### src/rtl/bit_serializer.sv
// Parallel-to-serial stage: one WIDTH-bit word per valid/ready handshake, one bit per clock.
// Optional trailing even-parity bit when SERIALIZER_PARITY_EN is defined.
module bit_serializer #(
    parameter int WIDTH     = 8,
    parameter bit MSB_FIRST = 1'b1
) (
    input  logic             clk,
    input  logic             rst,
    input  logic [WIDTH-1:0] data_in,
    input  logic             valid_in,
    output logic             ready_out,
    output logic             sout,
    output logic             bit_valid,
    output logic             busy,
    output logic             done
);
    localparam int CW = $clog2(WIDTH + 1);
    localparam logic [CW-1:0] LAST_CNT = CW'(WIDTH - 1);

    localparam logic [1:0] ST_IDLE  = 2'd0;
    localparam logic [1:0] ST_SHIFT = 2'd1;
    localparam logic [1:0] ST_PAR   = 2'd2;
    localparam logic [1:0] ST_DONE  = 2'd3;

`ifdef SERIALIZER_PARITY_EN
    typedef enum logic [1:0] {
        IDLE  = ST_IDLE,
        SHIFT = ST_SHIFT,
        PAR   = ST_PAR,
        DONE  = ST_DONE
    } state_t;
`else
    typedef enum logic [1:0] {
        IDLE  = ST_IDLE,
        SHIFT = ST_SHIFT,
        DONE  = ST_DONE
    } state_t;
`endif

    state_t           r_state;
    state_t           w_state_next;
    logic [WIDTH-1:0] r_shreg;
    logic [CW-1:0]    r_cnt;
    logic [WIDTH-1:0] w_shifted;
    logic             w_out_bit;
    logic             w_accept;
    logic             w_last;

    assign w_accept = (r_state == IDLE) && valid_in;
    assign w_last   = (r_state == SHIFT) && (r_cnt == LAST_CNT);

    // Zero fill leaves the shift register empty outside SHIFT, so sout needs no state gating.
    generate
        if (MSB_FIRST) begin : g_msb
            assign w_shifted = {r_shreg[WIDTH-2:0], 1'b0};
            assign w_out_bit = r_shreg[WIDTH-1];
        end else begin : g_lsb
            assign w_shifted = {1'b0, r_shreg[WIDTH-1:1]};
            assign w_out_bit = r_shreg[0];
        end
    endgenerate

    always_ff @(posedge clk or posedge rst) begin
        if (rst) begin
            r_state <= IDLE;
            r_shreg <= '0;
            r_cnt   <= '0;
        end else begin
            r_state <= w_state_next;
            if (w_accept) begin
                r_shreg <= data_in;
                r_cnt   <= '0;
            end else if (r_state == SHIFT) begin
                r_shreg <= w_shifted;
                if (r_cnt != LAST_CNT) begin
                    r_cnt <= r_cnt + 1'b1;
                end
            end
        end
    end

`ifdef SERIALIZER_PARITY_EN
    logic r_parity;
    logic r_par_bit;

    // r_par_bit is nonzero only while in PAR, holding the parity of the accepted word.
    always_ff @(posedge clk or posedge rst) begin
        if (rst) begin
            r_parity  <= 1'b0;
            r_par_bit <= 1'b0;
        end else begin
            if (w_accept) begin
                r_parity <= ^data_in;
            end
            r_par_bit <= w_last ? r_parity : 1'b0;
        end
    end

    assign sout      = w_out_bit | r_par_bit;
    assign bit_valid = (r_state == SHIFT) || (r_state == PAR);
`else
    assign sout      = w_out_bit;
    assign bit_valid = (r_state == SHIFT);
`endif

    always_comb begin
        w_state_next = IDLE;
        case (r_state)
            IDLE:  w_state_next = valid_in ? SHIFT : IDLE;
`ifdef SERIALIZER_PARITY_EN
            SHIFT: w_state_next = w_last ? PAR : SHIFT;
            PAR:   w_state_next = DONE;
`else
            SHIFT: w_state_next = w_last ? DONE : SHIFT;
`endif
            DONE:  w_state_next = IDLE;
            default: w_state_next = IDLE;
        endcase
    end

    assign ready_out = (r_state == IDLE);
    assign busy      = (r_state != IDLE);
    assign done      = (r_state == DONE);

endmodule

### config.mk
export PLATFORM = sky130hd
export DESIGN_NAME = bit_serializer
export DESIGN_NICKNAME = d
export VERILOG_FILES = /design/src/rtl/bit_serializer.sv
export SDC_FILE = /design/constraint.sdc
export NUM_CORES = 1
export LEC_CHECK = 0
export CORE_ASPECT_RATIO = 1.25
export CORE_MARGIN = 5
export CORE_UTILIZATION = 30
export CTS_CLUSTER_SIZE = 8
export DETAILED_ROUTE_END_ITERATION = 7
export REMOVE_ABC_BUFFERS = 1
export SYNTH_ARGS = -nofsm -noshare
export SYNTH_HDL_FRONTEND = slang
export SYNTH_SLANG_ARGS = --single-unit
### constraint.sdc
create_clock -name clk -period 1.91 [get_ports clk]
set_input_delay 0.2865 -clock clk [delete_from_list [all_inputs] [get_ports clk]]
set_output_delay 0.2865 -clock clk [all_outputs]
set_load 0.02 [all_outputs]
# ---- Word level (Yosys, flattened, before mapping)
# Index checks and enable logic that the tools add are counted.
dict set report word_totals {
  reg_bits 14
  latch_bits 0
  mem_bits_rw 0
  mem_bits_ro 0
  in_bits 11
  wordCells 23
  memories 0
}
dict set report classes {
  add_sub_neg 1
  multipliers 0
  n_div 0
  n_lt_le_gt_ge 0
  n_eq_ne 4
  shifts 0
  n_mux 8
  n_bitwise 0
  n_reduce_logical 7
}
# operator count
set ops {}
lappend ops {{8-bit two-way mux} 2}
lappend ops {{4-bit two-way mux} 3}
lappend ops {{2-bit nonzero test} 3}
lappend ops {{4-bit by 1-bit adder with 4-bit output (second input constant)} 1}
lappend ops {{4-bit by 3-bit equality test with 1-bit output (second input constant)} 1}
lappend ops {{4-bit by 3-bit inequality test with 1-bit output (second input constant)} 1}
lappend ops {{2-bit one-hot mux with 2 select lines} 1}
lappend ops {{2-bit by 1-bit equality test with 1-bit output (second input constant)} 1}
lappend ops {{2-bit equality test (second input constant)} 1}
lappend ops {{1-bit logical AND} 2}
lappend ops {{2-bit logical NOT} 1}
lappend ops {{2-bit two-way mux} 1}
lappend ops {{2-bit AND reduction} 1}
lappend ops {{1-bit two-way mux} 1}

# ---- Longest topological paths before layout
# Gate-level depths: netlist of run 1.
dict set report depth {
  word_depth 4
  mapped_depth 5
  mapped_depth_nobuf 4
}

# ---- Least setup slack after synthesis of run 1
# No wires, ideal clock.
dict set report synth_path {
  kind {reg2out}
  from {register r_state[1]}
  to {output port ready_out}
  arrival_time_ns 1.077
  t_required_ns 1.623
  slack_ns 0.547
  path_stages_with_launch 4
  n_path_buf 1
  cell_sequence {dfrtp_1 > clkbuf_1 > or2_2 > inv_1}
}
dict set report synth_between {
  elab_chain_len 1
}
# item line_no
set synth_rtl {}
lappend synth_rtl {{from (decl)} 40} ;# state_t r_state;
lappend synth_rtl {{from (signal assigned)} 69} ;# r_state <= w_state_next;
lappend synth_rtl {{2-bit logical NOT} 121} ;# assign ready_out = (r_state == IDLE);
lappend synth_rtl {{to (decl)} 11} ;# output logic ready_out,
# No other way between the ends.

# ---- Worst setup path after layout of run 1
dict set report layout_path {
  from {register r_state[1]}
  to {output port busy}
}
dict set report layout_between {
  elab_chain_len 1
}
# item line_no
set layout_rtl {}
lappend layout_rtl {{2-bit nonzero test} 122} ;# assign busy = (r_state != IDLE);
lappend layout_rtl {{to (decl)} 14} ;# output logic busy,
# No other way between the ends.

==> results of run 1 <==
-- metal layers --
metal,global-route usage [%],wire (µm),up-vias
li1,-,-,319
met1,14.1,779,290
met2,16.9,725,16
met3,0.907,91,5
met4,8.41,62,0
met5,0,0,-
-- cell families after synthesis --
logic type      count (synthesis)  synth area share (%)
fa+ha+maj                       1                  1.69
buf+inv                         8                  5.40
flops                          14                  47.2
simple gates                   34                  27.7
compound gates                 22                  18.0
-- timing repair --
item                       in CTS  in global routing
setup endpoints to repair       2                  1
gates resized for setup         2                  1
gates cloned                    0                  0
-- metrics by stage --
stage	std cells	setup WS (ns)
CTS	132	0.0175
floorplan	75	0.525
finish	132	0.0818
detailed placement	128	0.263
global route	132	0.0372
global placement	128	0.300
-- sequential cells by signal, indices dropped and copies added, names as in the netlist --
signal,flops
r_state,2
r_shreg,8
r_cnt,4
-- cell usage in the layout (no fill, tap or decap), types with 2 or more instances in the layout --
cell             count
nor2b_1              6
a21oi_1              8
clkbuf_4             3
clkdlybuf4s50_1     12
and3b_1              5
a22oi_1              3
nand3_1              7
o21ai_0              8
inv_1                4
dfrtp_1             14
dlygate4sd2_1        2
buf_4                5
nand2_1              8
-- layout make-up --
type / instances / share of cell area (%)
clock buffers: 4 / 3.69
inverters: 4 / 1.53
multi-input cells: 57 / 35.8
flip-flops and latches: 14 / 35.7
well taps: 33 / 4.20
repair buffers: 20 / 19.1
-- power groups by stage --
stage	clock [µW]	sequential [µW]	combinational, µW
2_1_floorplan	0	541	399
6_report	219	509	701
3_3_place_gp	0	512	718
4_1_cts	225	510	718
5_1_grt	232	530	789
3_5_place_dp	0	513	736
-- worst max path at each step --
| stage | to | slack [ns] | start | cells after the start |
|---|---|---|---|---|
| 4_1_cts | done | 0.02 | r_state[0]$_DFF_PP0_ | 3 |
| 2_1_floorplan | ready_out | 0.53 | r_state[0]$_DFF_PP0_ | 2 |
| 6_report | busy | 0.08 | r_state[1]$_DFF_PP0_ | 2 |
| 3_3_place_gp | ready_out | 0.30 | r_state[1]$_DFF_PP0_ | 3 |
| 5_1_grt | busy | 0.04 | r_state[1]$_DFF_PP0_ | 2 |
| 3_5_place_dp | r_cnt[0]$_DFFE_PP0P_ | 0.26 | valid_in | 5 |
-- critical path, delay by kind of cell, from the launching register on --
kind,cells,cell delay [ns]
AND/OR/NAND/NOR,1,0.29
buffers and inverters,1,0.55
flip-flops,1,0.41
==> flow_summary.yaml, run 1 <==
power:
  vdd.ir_drop.worst_mv: 0.652
  p_int_uw: 859
  p_clk_share_pct: 15.3
  finalPower_uw: 1430
  combPwrFrac_pct: 49.1
  p_leak_uw: 0.000460
  swShare_pct: 39.9
  p_switching_uw: 570
  pwr-share-seq_pct: 35.6
  powerDensity_mw_per_mm2: 1450
worst_setup_path:
  start_kind: "flop"
  required_ns: 1.62
  crit_fanout: 4
  crit_path_end_kind: "output port"
  criticalPathCategory: "flop to output port"
  crit_arrival_ns: 1.54
  slowest_stage: "clkdlybuf4s50_1"
  cp_cell_sequence: "or2_2 -> clkdlybuf4s50_1"
  reg2reg_from: "r_cnt[0]$_DFFE_PP0P_"
  slowest_delay_ns: 0.55
  r2r_cells: 3
  rr_endpoint: "r_cnt[0]$_DFFE_PP0P_"
  r2r_slack_ns: 0.44
logic_synthesis:
  synth-async-reset-ratio_pct: 100
  synth_most_common_cell: "dfrtp_1"
  synth_cells: 79
  synth_seq_cells: 14
  synth_cell_types: 24
  synth_top_area_cell: "dfrtp_1"
  yosysSeqAreaShare_pct: 47.2
  ys.flop_type: "dfrtp_1"
  ys_top_cells_by_count: "dfrtp_1 (14), a21oi_1 (8), nand2_1 (8), o21ai_0 (8), nand3_1 (7)"
  synth_warnings: 0
  syn_area_um2: 742
  yosys.area.top_type_share_pct: 47.2
  synth_edf_count: 0
  postSynthAreaPerCell_um2: 9.39
  synth_area_leaders: "dfrtp_1 (47%), and3b_1 (5.9%), a21oi_1 (5.4%)"
floorplanning:
  initial_core_util_pct: 30.9
  die_area_mm2: 0.00357
  fp-row-count: 20
  io-pin-count: 16
  die_w_um: 54.5
  core_area_mm2: 0.00240
  die_y_um: 65.6
global_route:
  grt_overflow: 0
  antenna_found_initial: 0
  grt_max_degree: 19
  grtUsageTotal_pct: 11.1
  grt_pass1_wl_um: 2880
  grt_pass1_vias: 649
sta:
  fin_crit_ns: 1.83
  skew_ns: 0.00219
  setup_violations: 0
  fmax_mhz: 547
  finalHoldViolCount: 0
  worst_pin_slew_ns: 0.546
  hold_slack_ns: 0.334
  slew-limit-headroom_pct: 63.5
  period_share_pct: 95.7
  fin_tns_setup_ns: 0
  slew_viol_final: 0
  rsz0062_at_grt: "no"
clock_network:
  clock_path_buffers: 2
  clock-sinks: 14
  clkLatencyLatePin_ns: 0.29
  numCtsBuffers: 3
  htree_levels: 1
  cts_setup_buffers: 0
  ctsHoldBuffers: 0
  cts_root_buffer: "clkbuf_4"
  clkTransAtPathRegs_ns: 0.09
  cts_tree: "yes"
cells_and_area:
  areaGrowthSynthToFinish_pct: 32.4
  diodes: 0
  nets: 112
  multiInputGateArea_um2: 352
  drive_above_1_share_pct: 13.1
  final-seq-area_um2: 350
  utilization_pct: 40.9
  nFillCells: 241
  fin_area_um2: 982
route:
  ant_nets: 0
  routedWlPerCell_um: 12.6
  routed_wl_um: 1660
  drc: 0
  firstDrtPassIters: 4
  vias: 630
  drtIter0Drc: 12
  via_per_inst: 4.77
worst_hold_path:
  hp-class: "primary input to async pin"
placement:
  dpl_cell_area_um2: 946
  portBuffers: 15
  dp_hpwl_um: 1250
  gp_congestion: 0.710
run_status:
  status: "completed"
job:
  cap_violations: 0
Note: power is estimated with default switching activity, not from simulation.
==> inputs of run 2 (changes only) <==
--- a/config.mk
+++ b/config.mk
@@ -5,12 +5,14 @@
 export SDC_FILE = /design/constraint.sdc
 export NUM_CORES = 1
 export LEC_CHECK = 0
-export CORE_ASPECT_RATIO = 1.25
 export CORE_MARGIN = 5
-export CORE_UTILIZATION = 30
+export CORE_UTILIZATION = 51
 export CTS_CLUSTER_SIZE = 8
 export DETAILED_ROUTE_END_ITERATION = 7
+export PLACE_DENSITY = 0.8
 export REMOVE_ABC_BUFFERS = 1
+export SKIP_LAST_GASP = 1
 export SYNTH_ARGS = -nofsm -noshare
 export SYNTH_HDL_FRONTEND = slang
 export SYNTH_SLANG_ARGS = --single-unit
+export TNS_END_PERCENT = 50
==> run 2 against run 1 <==
Hold slack improved by 0.00096 ns. Combinational power fell by 1%. Clock-buffer cell count did not move. Sequential power rose by 3%. Flip-flop and latch count did not move. Die area fell by 35%. Routed wire length fell by 0.66%. Register-to-register slack improved by 0.10 ns. Clock skew rose by 0.0071 ns. Non-clock buffer count fell by 1. Critical endpoint unchanged. Largest cell class unchanged. Largest power group unchanged.
==> flow_summary.yaml, run 2 (synthesized netlist as in run 1, its figures left out) <==
global_route:
  met3_usage_pct: 2.21
  grt_pass1_vias: 631
  grt_overflow: 0
  grt_max_degree: 19
  grt_pass1_wl_um: 2710
  antenna_found_initial: 0
  grt.busiest_layer: "met2"
  gr-usage-met1_pct: 20.1
  grtUsageTotal_pct: 17.0
  use_met2_pct: 30.7
sta:
  setup_violations: 0
  finalHoldViolCount: 0
  rsz0062_at_grt: "yes"
  skew_ns: 0.00927
  fin_crit_ns: 1.88
  slew_viol_final: 0
  period_share_pct: 98.4
  slew-limit-headroom_pct: 65.6
  worst_pin_slew_ns: 0.516
  fmax_mhz: 532
cells_and_area:
  nets: 111
  final_common_cell: "dfrtp_1"
  finalNonFillerCells: 113
  areaGrowthSynthToFinish_pct: 28.5
  fin_area_um2: 953
  nFillCells: 97
  layout_common_cells: "dfrtp_1 (14), clkdlybuf4s50_1 (13), a21oi_1 (8), nand2_1 (8), o21ai_0 (8)"
  drive_above_1_share_pct: 12.2
  utilization_pct: 71.5
  reg_top3: "r_shreg (8), r_cnt (4), r_state (2)"
  diodes: 0
  top_register: "r_shreg"
  largest_reg_flops: 8
  multiInputGateArea_um2: 352
  final-seq-area_um2: 350
route:
  routedWlPerCell_um: 14.6
  routed_wl_um: 1650
  vias: 647
  firstDrtPassIters: 6
  via_per_inst: 5.73
  drc: 0
  ant_nets: 0
  drtIter0Drc: 27
worst_setup_path:
  start_kind: "flop"
  crit_fanout: 8
  slowest_stage: "clkdlybuf4s50_1"
  cp_cell_sequence: "or2_2 -> clkdlybuf4s50_1"
  crit_path_end_kind: "output port"
  required_ns: 1.62
  slowest_delay_ns: 0.54
  crit_arrival_ns: 1.59
  criticalPathCategory: "flop to output port"
floorplanning:
  core_area_mm2: 0.00133
  initial_core_util_pct: 55.6
  io-pin-count: 16
  die_w_um: 48.1
  die_y_um: 48.1
  die_area_mm2: 0.00232
  fp-row-count: 13
clock_network:
  clkTransAtPathRegs_ns: 0.09
  clock_path_buffers: 2
  clkLatencyLatePin_ns: 0.28
  numCtsBuffers: 3
  htree_levels: 1
  clock-sinks: 14
  cts_tree: "yes"
  cts_root_buffer: "clkbuf_4"
placement:
  dpl_cell_area_um2: 916
  dpl.cell_count: 109
  dp_hpwl_um: 1180
  portBuffers: 15
  gp_congestion: 0.834
power:
  finalPower_uw: 1430
  vdd.ir_drop.worst_mv: 0.778
  powerDensity_mw_per_mm2: 1500
  p_leak_uw: 0.000441
run_status:
  status: "completed"
job:
  cap_violations: 0
worst_hold_path:
  hp-class: "primary input to async pin"
## run 2: changes by cell type in the layout (fill, tap and decap cells not counted)
| cell | previous run | this run |
|---|---|---|
| buf_4 | 5 | 4 |
| clkdlybuf4s50_1 | 12 | 13 |
| dlygate4sd2_1 | 2 | 1 |
## run 2: worst paths after layout
kind	startpoint	end	slack [ns]	cells after the start
worst min-delay path	rst	r_shreg[4]$_DFFE_PP0P_	0.33	2
worst max-delay path	r_state[1]$_DFF_PP0_	busy	0.03	2
max in group asynchronous	rst	r_cnt[3]$_DFFE_PP0P_	1.22	2
worst min register to register	r_shreg[5]$_DFFE_PP0P_	r_shreg[5]$_DFFE_PP0P_	0.49	2
min in group clk	r_shreg[5]$_DFFE_PP0P_	r_shreg[5]$_DFFE_PP0P_	0.49	2
worst max register to register	r_cnt[0]$_DFFE_PP0P_	r_cnt[3]$_DFFE_PP0P_	0.54	3
## run 2: what timing repair did
item	4_1_cts	5_1_grt
buffers inserted	0	0
gates resized for setup	1	1
endpoints found under the setup margin	1	3
hold buffers	0	0
## run 2: metrics by stage
stage                     setup slack, ns  setup TNS [ns]  hold WS [ns]
final                              0.0303               0         0.335
after global routing              -0.0372         -0.0662         0.385
after global placement              0.250               0         0.466
after detailed placement            0.241               0         0.477
after floorplan                     0.525               0         0.176
after CTS                          0.0101               0         0.359
## run 2: worst max-delay path, delay by kind of cell (launching register included)
family        cells  cell delay (ns)
buf+inv           1             0.54
flops             1             0.46
simple gates      1             0.31
## run 2: report_power, final
group / internal, µW / leakage [µW] / total, µW / switching, µW
Combinational: 329 / 0.000241 / 693 / 364
Sequential: 415 / 0.000179 / 522 / 107
Clock: 116 / 0.0000210 / 215 / 98.7
Total: 860 / 0.000441 / 1430 / 569
## run 2: final cells by class
type,instances,share of cell area [%]
multi-input cells,57,36.9
flip-flops and latches,14,36.7
repair buffers,19,19.0
clock buffers,4,3.81
well taps,15,1.97
inverters,4,1.57
## run 2: per-layer routing
metal	routed length [µm]	part of all wire, %
met5	0	0
met4	21	1.3
met3	124	7.5
met2	826	50
met1	675	41
==> inputs of run 3 (changes only) <==
--- a/config.mk
+++ b/config.mk
@@ -5,13 +5,14 @@
 export SDC_FILE = /design/constraint.sdc
 export NUM_CORES = 1
 export LEC_CHECK = 0
-export CORE_MARGIN = 5
+export CORE_MARGIN = 1
 export CORE_UTILIZATION = 51
 export CTS_CLUSTER_SIZE = 8
 export DETAILED_ROUTE_END_ITERATION = 7
 export PLACE_DENSITY = 0.8
 export REMOVE_ABC_BUFFERS = 1
 export SKIP_LAST_GASP = 1
+export SLEW_MARGIN = 20
 export SYNTH_ARGS = -nofsm -noshare
 export SYNTH_HDL_FRONTEND = slang
 export SYNTH_SLANG_ARGS = --single-unit
==> run 3 against run 2 <==
Clock skew decreased by 0.0069 ns. Flip-flop and latch count unchanged. Core utilization unchanged. Via count decreased by 2.5%. Critical endpoint unchanged.
==> flow_summary.yaml, run 3 (synthesized netlist as in run 1, its figures left out) <==
floorplanning:
  die_area_mm2: 0.00161
  io-pin-count: 16
  die_y_um: 40.1
  fp-row-count: 13
  die_w_um: 40.1
  initial_core_util_pct: 55.6
  core_area_mm2: 0.00133
cells_and_area:
  final_common_cell: "dfrtp_1"
  largest_reg_flops: 8
  layout_common_cells: "dfrtp_1 (14), clkdlybuf4s50_1 (13), a21oi_1 (8), nand2_1 (8), o21ai_0 (8)"
  areaGrowthSynthToFinish_pct: 28.5
  nFillCells: 102
  diodes: 0
  final-seq-area_um2: 350
  multiInputGateArea_um2: 352
  top_register: "r_shreg"
  reg_top3: "r_shreg (8), r_cnt (4), r_state (2)"
  nets: 111
  drive_above_1_share_pct: 12.2
worst_setup_path:
  criticalPathCategory: "flop to output port"
  slowest_delay_ns: 0.54
  worst-path-buf-inv: 1
  crit_arrival_ns: 1.58
  crit_family: "buffers and inverters"
  required_ns: 1.62
  slowest_stage: "clkdlybuf4s50_1"
  crit_path_end_kind: "output port"
  start_kind: "flop"
  crit_fanout: 8
  cp_cell_sequence: "or2_2 -> clkdlybuf4s50_1"
route:
  ant_nets: 0
  via_per_inst: 5.58
  routedWlPerCell_um: 13.0
  routed_wl_um: 1470
  drc: 0
  firstDrtPassIters: 4
  drtIter0Drc: 11
  vias: 631
placement:
  dp_hpwl_um: 1090
  portBuffers: 15
  gp_congestion: 0.776
clock_network:
  cts_root_buffer: "clkbuf_4"
  clock-sinks: 14
  numCtsBuffers: 3
  clock_path_buffers: 2
  cts_setup_buffers: 0
  ctsHoldBuffers: 0
  clkLatencyLatePin_ns: 0.28
  cts_tree: "yes"
  htree_levels: 1
  clkTransAtPathRegs_ns: 0.08
global_route:
  grt_pass1_wl_um: 2480
  grt_pass1_vias: 558
  grtUsageTotal_pct: 24.5
  grt_overflow: 0
  antenna_found_initial: 0
  grt_max_degree: 17
sta:
  slew_viol_final: 0
  fmax_mhz: 535
  skew_ns: 0.00241
  slew-limit-headroom_pct: 64.5
  period_share_pct: 97.8
  hold_slack_ns: 0.333
  fin_crit_ns: 1.87
  rsz0062_at_grt: "yes"
  finalHoldViolCount: 0
  worst_pin_slew_ns: 0.531
  fin_tns_setup_ns: 0
  setup_violations: 0
job:
  cap_violations: 0
run_status:
  status: "completed"
power:
  finalPower_uw: 1410
  powerDensity_mw_per_mm2: 1480
  vdd.ir_drop.worst_mv: 0.927
  p_leak_uw: 0.000441
worst_hold_path:
  hp-class: "primary input to async pin"
==> run 3: cell counts in the layout (fill, tap and decap cells not counted) <==
No cell type changed its count.
==> run 3: layout make-up <==
type | count | area share (%)
sequential | 14 | 36.7
tap | 15 | 1.97
timing repair buffer | 19 | 19.0
inverter | 4 | 1.57
clock buffer | 4 | 3.81
multi-input combinational | 57 | 36.9
==> run 3: power by group <==
part	internal, µW	switching, µW
clock	116	96.4
sequential	415	104
combinational	328	353
==> run 3: metrics by stage <==
step	setup WS, ns	area, µm²	cells	utilization (%)
final	0.0411	953	113	71.5
after global routing	-0.0241	953	113	71.5
after CTS	0.0280	951	113	71.3
after detailed placement	0.239	916	109	68.7
after global placement	0.270	916	109	68.7
after floorplan	0.525	717	75	-
==> run 3: layer usage <==
layer | track usage (%) | vias to the layer above | part of all wire, %
li1 | - | 320 | -
met1 | 33.1 | 290 | 46
met2 | 36.7 | 16 | 47
met3 | 5.00 | 5 | 5.3
met4 | 12.9 | 0 | 2.0
met5 | 0 | - | 0
==> run 3: worst reg2reg max path: stages (launching register included) <==
cell	delay, ns
dfrtp_1	0.45
buf_4	0.19
and2b_1	0.29
nor2b_1	0.07
o221a_2	0.27
==> run 3: path summary, 6_finish.rpt <==
kind / start / end / slack [ns] / depth (start not counted)
worst max-delay path: r_state[1]$_DFF_PP0_ / busy / 0.04 / 2
worst min-delay path: rst / r_shreg[7]$_DFFE_PP0P_ / 0.33 / 2
worst max register to register: r_state[1]$_DFF_PP0_ / r_cnt[2]$_DFFE_PP0P_ / 0.53 / 4
worst min register to register: r_shreg[4]$_DFFE_PP0P_ / r_shreg[4]$_DFFE_PP0P_ / 0.49 / 2
max in group asynchronous: rst / r_cnt[2]$_DFFE_PP0P_ / 1.22 / 2
min in group clk: r_shreg[4]$_DFFE_PP0P_ / r_shreg[4]$_DFFE_PP0P_ / 0.49 / 2
==> run 3: timing repair <==
item,CTS,global route
gates resized for setup,1,1
endpoints found under the setup margin,1,2
endpoints found under the hold margin,0,0
